File: src/rtl/pkt_buf_pkg.sv
//==============================================================================
// pkt_buf_pkg : shared types and constants for the packet buffer scheduler
// Rev 1.0
//==============================================================================
`default_nettype none

package pkt_buf_pkg;

  typedef enum logic [2:0] {
    FREE  = 3'd0,
    FILL  = 3'd1,
    FULL  = 3'd2,
    BUSY  = 3'd3,
    FLUSH = 3'd4
  } buf_state_e;

  typedef enum logic [0:0] {
    W_IDLE = 1'b0,
    W_FILL = 1'b1
  } wr_state_e;

  localparam int FLUSH_CYCLES = 2;
  localparam int PTR_W        = 2;

  function automatic logic [PTR_W-1:0] ptr_inc(input logic [PTR_W-1:0] p, input int n);
    return (int'(p) == n - 1) ? '0 : p + 1'b1;
  endfunction

endpackage

`default_nettype wire

File: src/rtl/pkt_buf_sched_if.sv
//==============================================================================
// pkt_buf_sched_if : upstream stream, buffer-pool and consumer signals
// Rev 1.0
//==============================================================================
`default_nettype none

interface pkt_buf_sched_if #(
  parameter int NUM_BUF = 2,
  parameter int LEN_W   = 11
);
  logic [31:0]              s_axis_tdata;
  logic [3:0]               s_axis_tkeep;
  logic                     s_axis_tlast;
  logic                     s_axis_tvalid;
  logic                     s_axis_tready;
  logic [31:0]              b_axis_tdata;
  logic [3:0]               b_axis_tkeep;
  logic                     b_axis_tlast;
  logic [NUM_BUF-1:0]       b_axis_tvalid;
  logic [NUM_BUF-1:0]       b_axis_tready;
  logic [NUM_BUF-1:0]       buf_ready;
  logic [NUM_BUF*LEN_W-1:0] buf_len;
  logic [NUM_BUF-1:0]       buf_flush;
  logic                     pkt_valid;
  logic [1:0]               pkt_sel;
  logic [LEN_W-1:0]         pkt_len;
  logic                     pkt_ack;
  logic                     pkt_done;
  logic                     timeout_err;
  logic [15:0]              err_cnt;

  modport master (
    input  s_axis_tdata, s_axis_tkeep, s_axis_tlast, s_axis_tvalid,
    output s_axis_tready,
    output b_axis_tdata, b_axis_tkeep, b_axis_tlast, b_axis_tvalid,
    input  b_axis_tready, buf_ready, buf_len,
    output buf_flush, pkt_valid, pkt_sel, pkt_len,
    input  pkt_ack, pkt_done,
    output timeout_err, err_cnt
  );

  modport slave (
    output s_axis_tdata, s_axis_tkeep, s_axis_tlast, s_axis_tvalid,
    input  s_axis_tready,
    input  b_axis_tdata, b_axis_tkeep, b_axis_tlast, b_axis_tvalid,
    output b_axis_tready, buf_ready, buf_len,
    input  buf_flush, pkt_valid, pkt_sel, pkt_len,
    output pkt_ack, pkt_done,
    input  timeout_err, err_cnt
  );
endinterface

`default_nettype wire

File: src/rtl/pkt_buf_slot.sv
//==============================================================================
// pkt_buf_slot : lifecycle state, flush timing and watchdog of one buffer
// Rev 1.0
//==============================================================================
`default_nettype none

module pkt_buf_slot
  import pkt_buf_pkg::*;
#(
  parameter int TIMEOUT = 4096
) (
  input  wire        aclk,
  input  wire        areset,
  input  wire        alloc,
  input  wire        fill_done,
  input  wire        take,
  input  wire        done,
  output buf_state_e state,
  output logic       flush,
  output logic       timeout
);
  localparam int WD_W = (TIMEOUT > 2) ? $clog2(TIMEOUT) : 1;
  localparam int FC_W = (FLUSH_CYCLES > 2) ? $clog2(FLUSH_CYCLES) : 1;

  buf_state_e      state_nxt;
  logic [WD_W-1:0] wdog;
  logic [FC_W-1:0] fcnt;
  logic            wd_expire;
  logic            flush_nxt;

  // A done in the expiry cycle wins, so the watchdog only fires without it
  assign wd_expire = (state == BUSY) && !done && (wdog == WD_W'(TIMEOUT - 1));

  always_ff @(posedge aclk) begin
    if (areset) begin
      state   <= FREE;
      wdog    <= '0;
      fcnt    <= '0;
      flush   <= 1'b0;
      timeout <= 1'b0;
    end else begin
      state   <= state_nxt;
      wdog    <= (state == BUSY) ? wdog + 1'b1 : '0;
      fcnt    <= (state == FLUSH) ? fcnt + 1'b1 : '0;
      flush   <= flush_nxt;
      timeout <= wd_expire;
    end
  end

  always_comb begin
    state_nxt = state;
    case (state)
      FREE:    if (alloc)              state_nxt = FILL;
      FILL:    if (fill_done)          state_nxt = FULL;
      FULL:    if (take)               state_nxt = BUSY;
      BUSY:    if (done || wd_expire)  state_nxt = FLUSH;
      FLUSH:   if (fcnt == FC_W'(FLUSH_CYCLES - 1)) state_nxt = FREE;
      default:                         state_nxt = FREE;
    endcase
  end

  // Flush pulses only in the first FLUSH cycle so the buffer's edge detector re-arms
  always_comb begin
    flush_nxt = (state_nxt == FLUSH) && (state != FLUSH);
  end

endmodule

`default_nettype wire

File: src/rtl/pkt_buf_sched.sv
//==============================================================================
// pkt_buf_sched : steers packets into a buffer pool and offers them in order
// Rev 1.0
//==============================================================================
`default_nettype none

module pkt_buf_sched
  import pkt_buf_pkg::*;
#(
  parameter int NUM_BUF = 2,
  parameter int LEN_W   = 11,
  parameter int TIMEOUT = 4096
) (
  input wire               aclk,
  input wire               areset,
  pkt_buf_sched_if.master  bus
);
  wr_state_e          wr_state, wr_state_nxt;
  logic [PTR_W-1:0]   wr_ptr, rd_ptr;
  buf_state_e         slot_state [NUM_BUF];
  logic [NUM_BUF-1:0] alloc, fill_done, take, slot_flush, slot_timeout, is_busy;
  logic               wr_free, wr_tready, filling, beat_end;
  logic               rd_full, rd_ready, any_busy, take_any, valid_nxt;
  logic [LEN_W-1:0]   rd_len;
  logic               pkt_valid_q;
  logic [1:0]         pkt_sel_q;
  logic [LEN_W-1:0]   pkt_len_q;
  logic [15:0]        err_cnt_q;

  always_comb begin
    wr_free   = 1'b0;
    wr_tready = 1'b0;
    rd_full   = 1'b0;
    rd_ready  = 1'b0;
    rd_len    = '0;
    for (int i = 0; i < NUM_BUF; i++) begin
      if (wr_ptr == PTR_W'(i)) begin
        wr_free   = (slot_state[i] == FREE);
        wr_tready = bus.b_axis_tready[i];
      end
      if (rd_ptr == PTR_W'(i)) begin
        rd_full  = (slot_state[i] == FULL);
        rd_ready = bus.buf_ready[i];
        rd_len   = bus.buf_len[i*LEN_W +: LEN_W];
      end
    end
  end

  assign filling  = (wr_state == W_FILL);
  assign beat_end = filling && bus.s_axis_tvalid && wr_tready &&
                    (bus.s_axis_tlast || bus.s_axis_tkeep != 4'hF);
  assign any_busy = |is_busy;
  assign take_any = pkt_valid_q && bus.pkt_ack && !any_busy && rd_full;
  assign valid_nxt = rd_full && rd_ready && !any_busy && !take_any;

  always_ff @(posedge aclk) begin
    if (areset) wr_state <= W_IDLE;
    else        wr_state <= wr_state_nxt;
  end

  always_comb begin
    wr_state_nxt = wr_state;
    case (wr_state)
      W_IDLE:  if (wr_free)  wr_state_nxt = W_FILL;
      W_FILL:  if (beat_end) wr_state_nxt = W_IDLE;
      default:               wr_state_nxt = W_IDLE;
    endcase
  end

  always_comb begin
    bus.s_axis_tready = filling && wr_tready;
    alloc     = '0;
    fill_done = '0;
    take      = '0;
    bus.b_axis_tvalid = '0;
    for (int i = 0; i < NUM_BUF; i++) begin
      if (wr_ptr == PTR_W'(i)) begin
        alloc[i]             = (wr_state == W_IDLE) && wr_free;
        fill_done[i]         = beat_end;
        bus.b_axis_tvalid[i] = filling && bus.s_axis_tvalid;
      end
      if (rd_ptr == PTR_W'(i)) take[i] = take_any;
    end
  end

  // Data lanes are quiet whenever no buffer is being filled
  assign bus.b_axis_tdata = filling ? bus.s_axis_tdata : '0;
  assign bus.b_axis_tkeep = filling ? bus.s_axis_tkeep : '0;
  assign bus.b_axis_tlast = filling && bus.s_axis_tlast;

  always_ff @(posedge aclk) begin
    if (areset) begin
      wr_ptr      <= '0;
      rd_ptr      <= '0;
      pkt_valid_q <= 1'b0;
      pkt_sel_q   <= '0;
      pkt_len_q   <= '0;
      err_cnt_q   <= '0;
    end else begin
      if (beat_end) wr_ptr <= ptr_inc(wr_ptr, NUM_BUF);
      if (take_any) rd_ptr <= ptr_inc(rd_ptr, NUM_BUF);
      pkt_valid_q <= valid_nxt;
      pkt_sel_q   <= rd_ptr;
      pkt_len_q   <= rd_len;
      if (|slot_timeout && err_cnt_q != 16'hFFFF) err_cnt_q <= err_cnt_q + 16'd1;
    end
  end

  assign bus.pkt_valid   = pkt_valid_q;
  assign bus.pkt_sel     = pkt_sel_q;
  assign bus.pkt_len     = pkt_len_q;
  assign bus.err_cnt     = err_cnt_q;
  assign bus.buf_flush   = slot_flush;
  assign bus.timeout_err = |slot_timeout;

  generate
    for (genvar i = 0; i < NUM_BUF; i++) begin : g_slot
      assign is_busy[i] = (slot_state[i] == BUSY);
      pkt_buf_slot #(.TIMEOUT(TIMEOUT)) u_slot (
        .aclk      (aclk),
        .areset    (areset),
        .alloc     (alloc[i]),
        .fill_done (fill_done[i]),
        .take      (take[i]),
        .done      (bus.pkt_done),
        .state     (slot_state[i]),
        .flush     (slot_flush[i]),
        .timeout   (slot_timeout[i])
      );
    end
  endgenerate

endmodule

`default_nettype wire

File: src/flat_wrapper.sv
// flat-port wrapper written by rule: the top's interface ports become plain ports
module pkt_buf_sched_flat import pkt_buf_pkg::*;
#(
  parameter int NUM_BUF = 2,
  parameter int LEN_W   = 11,
  parameter int TIMEOUT = 4096
)
  (aclk, areset, bus_s_axis_tdata, bus_s_axis_tkeep, bus_s_axis_tlast, bus_s_axis_tvalid, bus_s_axis_tready, bus_b_axis_tdata, bus_b_axis_tkeep, bus_b_axis_tlast, bus_b_axis_tvalid, bus_b_axis_tready, bus_buf_ready, bus_buf_len, bus_buf_flush, bus_pkt_valid, bus_pkt_sel, bus_pkt_len, bus_pkt_ack, bus_pkt_done, bus_timeout_err, bus_err_cnt);
  pkt_buf_sched_if #(.NUM_BUF(NUM_BUF), .LEN_W(LEN_W)) bus_i ();
  input wire aclk;
  input wire areset;
  input wire logic [$bits(bus_i.s_axis_tdata)-1:0] bus_s_axis_tdata;
  input wire logic [$bits(bus_i.s_axis_tkeep)-1:0] bus_s_axis_tkeep;
  input wire logic [$bits(bus_i.s_axis_tlast)-1:0] bus_s_axis_tlast;
  input wire logic [$bits(bus_i.s_axis_tvalid)-1:0] bus_s_axis_tvalid;
  output wire logic [$bits(bus_i.s_axis_tready)-1:0] bus_s_axis_tready;
  output wire logic [$bits(bus_i.b_axis_tdata)-1:0] bus_b_axis_tdata;
  output wire logic [$bits(bus_i.b_axis_tkeep)-1:0] bus_b_axis_tkeep;
  output wire logic [$bits(bus_i.b_axis_tlast)-1:0] bus_b_axis_tlast;
  output wire logic [$bits(bus_i.b_axis_tvalid)-1:0] bus_b_axis_tvalid;
  input wire logic [$bits(bus_i.b_axis_tready)-1:0] bus_b_axis_tready;
  input wire logic [$bits(bus_i.buf_ready)-1:0] bus_buf_ready;
  input wire logic [$bits(bus_i.buf_len)-1:0] bus_buf_len;
  output wire logic [$bits(bus_i.buf_flush)-1:0] bus_buf_flush;
  output wire logic [$bits(bus_i.pkt_valid)-1:0] bus_pkt_valid;
  output wire logic [$bits(bus_i.pkt_sel)-1:0] bus_pkt_sel;
  output wire logic [$bits(bus_i.pkt_len)-1:0] bus_pkt_len;
  input wire logic [$bits(bus_i.pkt_ack)-1:0] bus_pkt_ack;
  input wire logic [$bits(bus_i.pkt_done)-1:0] bus_pkt_done;
  output wire logic [$bits(bus_i.timeout_err)-1:0] bus_timeout_err;
  output wire logic [$bits(bus_i.err_cnt)-1:0] bus_err_cnt;
  assign bus_i.s_axis_tdata = bus_s_axis_tdata;
  assign bus_i.s_axis_tkeep = bus_s_axis_tkeep;
  assign bus_i.s_axis_tlast = bus_s_axis_tlast;
  assign bus_i.s_axis_tvalid = bus_s_axis_tvalid;
  assign bus_s_axis_tready = bus_i.s_axis_tready;
  assign bus_b_axis_tdata = bus_i.b_axis_tdata;
  assign bus_b_axis_tkeep = bus_i.b_axis_tkeep;
  assign bus_b_axis_tlast = bus_i.b_axis_tlast;
  assign bus_b_axis_tvalid = bus_i.b_axis_tvalid;
  assign bus_i.b_axis_tready = bus_b_axis_tready;
  assign bus_i.buf_ready = bus_buf_ready;
  assign bus_i.buf_len = bus_buf_len;
  assign bus_buf_flush = bus_i.buf_flush;
  assign bus_pkt_valid = bus_i.pkt_valid;
  assign bus_pkt_sel = bus_i.pkt_sel;
  assign bus_pkt_len = bus_i.pkt_len;
  assign bus_i.pkt_ack = bus_pkt_ack;
  assign bus_i.pkt_done = bus_pkt_done;
  assign bus_timeout_err = bus_i.timeout_err;
  assign bus_err_cnt = bus_i.err_cnt;
  pkt_buf_sched #(.NUM_BUF(NUM_BUF), .LEN_W(LEN_W), .TIMEOUT(TIMEOUT)) u_core (.aclk(aclk), .areset(areset), .bus(bus_i));
endmodule
File: config.mk
export PLATFORM = sky130hd
export DESIGN_NAME = pkt_buf_sched_flat
export DESIGN_NICKNAME = d
export VERILOG_FILES = /design/src/rtl/pkt_buf_pkg.sv /design/src/rtl/pkt_buf_sched_if.sv /design/src/rtl/pkt_buf_slot.sv /design/src/rtl/pkt_buf_sched.sv /design/src/flat_wrapper.sv
export SDC_FILE = /design/constraint.sdc
export NUM_CORES = 1
export LEC_CHECK = 0
export ABC_AREA = 1
export BUFFER_PORTS_ARGS = -buffer_cell sky130_fd_sc_hd__clkbuf_2
export CAP_MARGIN = 20
export CORE_MARGIN = 10
export CORE_UTILIZATION = 44
export DETAILED_ROUTE_END_ITERATION = 6
export PLACE_DENSITY = 0.76
export SETUP_SLACK_MARGIN = 0.15
export SLEW_MARGIN = 15
export SYNTH_ARGS = -nofsm -noshare
export SYNTH_HDL_FRONTEND = slang
export SYNTH_SLANG_ARGS = --single-unit
export TNS_END_PERCENT = 5
File: constraint.sdc
create_clock -name aclk -period 1.54 [get_ports aclk]
set_input_delay 0.154 -clock aclk [delete_from_list [all_inputs] [get_ports aclk]]
set_output_delay 0.154 -clock aclk [all_outputs]
set_load 0.01 [all_outputs]
---- After elaboration in Yosys (flattened, before gate mapping) ----
Index checks and enable logic that the tools add are counted.
storage, ports and cells
  register bits after elaboration ......... 71
  input bits .............................. 68
  output and inout bits ................... 73
  logic and storage cells ................. 121
operators by class
  $add $sub $neg .......................... 7
  equality and inequality tests ........... 20
  muxes and demuxes ....................... 37
  bitwise gates (word level) .............. 5
  reductions and logical operators ........ 35
operator list
  cell                   count
  $mux 32                1
  $mux 3                 10
  $pmux 3 s5             2
  $add 12x1->12 const B  2
  $eq 12x12->1 const B   2
  $mux 11                2
  $logic_and 1x1->1      19
  $mux 1                 18
  $add 16x1->16 const B  1
  $ne 16x16->1 const B   1
  $eq 3x2->1 const B     4
  $eq 3x3->1 const B     4
  $reduce_or 2->1        6
  $eq 3x1->1 const B     2
  $logic_not 3->1        2
  $ne 3x3->1 const B     2
  $not 1->1              5
  $add 2x1->2 const B    2
  $eq 2x1->1 const B     2
  $eq 2x2->1 const B     2
  $logic_not 2->1        2
  $mux 2                 2
  $mux 4                 1
  $ne 4x4->1 const B     1
  other kinds (4)        9

---- Depth between registers and ports, before layout ----
  depth after elaboration ................. 10
  mapped depth ............................ 9
  mapped depth without buffers ............ 9

---- By module ----
Synthesis repeated with hierarchy kept, for this count alone.
unflattened totals
  cells, all modules ...................... 563
  area total of the unflattened synthesis .. 3694.8 um2
by module, submodules not included
  module         times used  cells each  area each (um2)  sequential area each (um2)
  pkt_buf_sched  1           353         2088.3           700.7
  pkt_buf_slot   2           105         803.3            360.3

---- Worst setup path after synthesis ----
No wires, ideal clock.
  path kind ............................... register to register
  start point ............................. reg u_core.err_cnt_q[0] (netlist: u_core.bus.err_cnt[0])
  end point ............................... reg u_core.err_cnt_q[6] (netlist: u_core.bus.err_cnt[6])
  library setup time ...................... 0.140 ns
  arrival time ............................ 1.471 ns
  required time ........................... 1.400 ns
  setup slack ............................. -0.072 ns
  cell stages (with the launch flop) ...... 10
  path buffers ............................ 1
  clock period less this slack ............ 1.612 ns
  cell sequence ........................... dfxtp_1 -> ha_1 -> nand2_2 -> nor2_4 -> nand2_4 -> nor2_1 -> nor2_2 -> buf_2 -> nand2_1 -> a21oi_2
on the way
  word-level cells in the longest chain between the ends .. 2
  elaborated cells on any way between the ends .. 3
  those cells by class .................... add/sub: 1; eq/ne: 1; reduce/logical: 1
RTL lines
  what                                                                   RTL line              source
  from (decl)                                                            pkt_buf_sched.sv:28   logic [15:0] err_cnt_q;
  from (signal assigned)                                                 pkt_buf_sched.sv:105  if (|slot_timeout && err_cnt_q != 16'hFFFF) err_cnt_q <= err_cnt_q + 16'd1;
  parallel branches: the longest is 2 deep, another holds $add 16x1->16  -
Parallel ways; which one is timed is not known.
A chain may end at the register's enable or synchronous reset.

---- Worst setup path after layout ----
  start point ............................. reg u_core.wr_state (netlist: u_core.filling)
  end point ............................... out bus_b_axis_tvalid[0]
on the way
  word-level cells in the longest chain between the ends .. 2
RTL lines
  what                    RTL line             source
  from (decl)             pkt_buf_sched.sv:18  wr_state_e wr_state, wr_state_nxt;
  from (signal assigned)  pkt_buf_sched.sv:58  else wr_state <= wr_state_nxt;
  $logic_and 1x1->1       pkt_buf_sched.sv:80  bus.b_axis_tvalid[i] = filling && bus.s_axis_tvalid;
  $mux 1                  pkt_buf_sched.sv:77  if (wr_ptr == PTR_W'(i)) begin
  to (decl)               flat_wrapper.sv:20   output wire logic [$bits(bus_i.b_axis_tvalid)-1:0] bus_b_axis_tvalid;
Every way passes these cells.

==> reports/qor.csv <==
stage,metric,value,unit
layout,fin_area,5000,um^2
sta,post-route-period-util,0.919,
cts,clock-sinks,71,
critical_path,rr_worst_depth,8,
sta,grt_setup_unrepaired,yes,
synth,yosys_warnings,0,
flow_run,drv_cap,0,
sta,slew-limit-headroom,0.796,
power_and_ir_drop,pwr-share-comb,0.172,
power_and_ir_drop,p_leak,2.53,nW
cts,cts_tree,done,
power_and_ir_drop,intPower,2.92,mW
global_routing,grt_antenna_before_repair,0,
cts,insertion_delay,350,ps
sta,min_period,1420,ps
layout,final_cell_mix,"nand2_1, clkbuf_2, inv_1",
critical_path,worstPathMaxFanout,4,
critical_path,end_kind,primary output,
floorplanning,die_x,110,um
placement,place_inst,803,
routing,avgViaCountPerCell,4.83,
synth,ys_seq_elements,71,
routing,num_vias,4001,
cts,numCtsBuffers,9,
power_and_ir_drop,power,4.08,mW
power_and_ir_drop,p_sw_frac,0.283,
global_routing,overflow,0,
layout,drive_gt1_frac,0.345,
sta,setup_viol,0,
power_and_ir_drop,pwr-share-seq,0.463,
cts,clockBufferDepth,2,
floorplanning,die_h,110,um
power_and_ir_drop,clock_power_share,0.365,
layout,multi_input_area,1900,um^2
critical_path,startpoint_type,flip-flop,
synth,mappedNetlistNets,624,
min_path,worstHoldPathType,in2reg,
synth,synth_cell_types,32,
routing,wl_per_cell,13.4,um
cts,h-tree-depth,3,
min_path,min_path_cells,3,
critical_path,ff2ff_setup_slack,130,ps
layout,mostFrequentLayoutCell,nand2_1,
layout,nFillCells,698,
synth,synthCells,553,
floorplanning,io_pins,141,
routing,postRouteAntennaNets,0,
critical_path,crit_required,1390,ps
routing,drt-total-wl,11.1,mm
floorplanning,dieArea,12200,um^2
sta,slew_viol_final,0,
placement,routabilityCongestion,0.961,
power_and_ir_drop,power_switching,1.16,mW
routing,drt-initial-drc-count,203,
floorplanning,start_util,0.459,
placement,io_buffers,140,
critical_path,cp-startpoint,u_core.filling$_SDFF_PP0_,
routing,route.detailed.drc,0,
critical_path,worstPathArrival,1260,ps
sta,worst_slew_pin_slew,305,ps
cts,clk_pin_slew,80,ps
placement,place_hpwl,8.66,mm
placement,place_area,4560,um^2
critical_path,path_class,reg2out,
global_routing,grt_pass1_vias,3787,
floorplanning,core.rowCount,32,
floorplanning,coreArea,7850,um^2
critical_path,rr_startpoint,u_core.bus.err_cnt[0]$_SDFFE_PP0P_,
sta,fmax,706,MHz
global_routing,track_usage,0.175,
layout,areaGrowthSynthToFinish,38.8,%
synth,synthesis.area,3600,um^2
layout,final_cells,829,
min_path,min_to,u_core.bus.pkt_len[6]$_SDFF_PP0_,
min_path,worstHoldStart,bus_buf_len[17],
layout,ff_latch_area,1450,um^2
routing,firstDrtPassIters,5,
power_and_ir_drop,power_density,816,nW/um^2
layout,layout.nets,793,
synth,ys_seq_area_frac,0.395,
sta,clock_skew,13.3,ps
power_and_ir_drop,ir_worst_vdd,854,uV
global_routing,grt_max_degree,20,
sta,finalHoldViolations,0,
critical_path,r2r-end,u_core.bus.err_cnt[8]$_SDFFE_PP0P_,
synth,syn_area_per_cell,6.51,um^2
status,status,"complete, no violations",
layout,n_antenna_cell,0,
global_routing,grt_pass1_wl,18.2,mm
cts,cts_root_buffer,clkbuf_8,
-- critical path, stage by stage, from the launching register on --
cell	delay, ps
dfxtp_4	370
buf_4	130
nand2_1	80
nor3_1	160
clkbuf_2	170
-- metal layers --
layer  wire, um  share of wire  vias to the layer above  global-route usage
met2       5750           0.52                      107               0.313
met5          0              0                        -                   0
met1       4560           0.41                     1820               0.198
met4        131          0.012                        0              0.0415
li1           -              -                     2060                   -
met3        635          0.057                       14              0.0513
-- worst max path at each step --
stage / to / slack (ps)
CTS: u_core.g_slot[1].u_slot.wdog[10]$_SDFF_PP0_ / 60
global placement: u_core.bus.err_cnt[10]$_SDFFE_PP0P_ / -20
detailed placement: u_core.bus.err_cnt[11]$_SDFFE_PP0P_ / -80
finish: bus_b_axis_tvalid[0] / 120
global route: u_core.bus.err_cnt[13]$_SDFFE_PP0P_ / 30
floorplan: u_core.bus.err_cnt[4]$_SDFFE_PP0P_ / 160
-- area by class of cell --
type	count	area share
clock inverter	7	0.0148
multi-input combinational	380	0.380
timing repair buffer	173	0.201
inverter	87	0.0653
clock buffer	9	0.0248
sequential	71	0.289
tap	102	0.0255
-- synthesized netlist by cell type (all sizes together) --
master / n / area [um^2]
xor2: 7 / 61.3
buf: 6 / 38.8
nor3: 13 / 65.1
nor3b: 1 / 7.51
a22o: 1 / 8.76
nand3: 32 / 160
a21oi: 46 / 268
xnor2: 2 / 17.5
nand4: 14 / 87.6
inv: 86 / 323
o21a: 2 / 15.0
nor4: 1 / 6.26
or2: 3 / 18.8
nand2: 164 / 631
dfxtp: 71 / 1420
nor2: 75 / 299
nand3b: 2 / 15.0
clkinv: 1 / 3.75
clkbuf: 9 / 33.8
o21ai: 12 / 71.3
and2: 2 / 12.5
ha: 3 / 37.5
-- per-stage QoR --
step	hold slack [ps]	utilization	setup TNS [ps]	worst slack, ps
after floorplan	297	-	0	155
after global placement	388	0.581	-180	-23.6
after detailed placement	391	0.581	-708	-76.4
after CTS	9.44	0.620	0	63.5
after global routing	8.81	0.637	0	30.3
final	29.4	0.637	0	124
-- sequential cells by signal, indices dropped and copies added, names as in the netlist --
name and flops:
u_core.bus.pkt_sel 2, u_core.wr_ptr 2, u_core.g_slot.u_slot.flush 2, u_core.bus.pkt_len 11, u_core.bus.pkt_valid 1, u_core.g_slot.u_slot.state 6, u_core.g_slot.u_slot.wdog 24, u_core.filling 1
u_core.g_slot.u_slot.timeout 2, u_core.bus.err_cnt 16, u_core.rd_ptr 2, u_core.g_slot.u_slot.fcnt 2
-- power groups by stage --
stage | clock, mW | sequential (mW) | combinational, mW
global route | 1.62 | 1.89 | 0.777
detailed placement | 0 | 1.93 | 0.625
global placement | 0 | 1.93 | 0.606
floorplan | 0 | 1.93 | 0.324
CTS | 1.53 | 1.89 | 0.689
finish | 1.49 | 1.89 | 0.702
-- logic make-up after synthesis --
kind of cell             count (synthesis)  share of synthesized area
flip-flops                              71                      0.395
AO/OA/AOI/OAI                           61                      0.101
adder cells (fa/ha/maj)                  3                     0.0104
AND/OR/NAND/NOR                        307                      0.362
buffers and inverters                  102                      0.111
XOR/XNOR                                 9                     0.0219
-- what timing repair did --
item	CTS	global route
gates resized for setup	14	31
setup buffers	5	4
hold buffers	0	0
pin swaps	5	13
gates cloned	1	0
setup endpoints to repair	65	85
(Power assumes the default switching activity.)
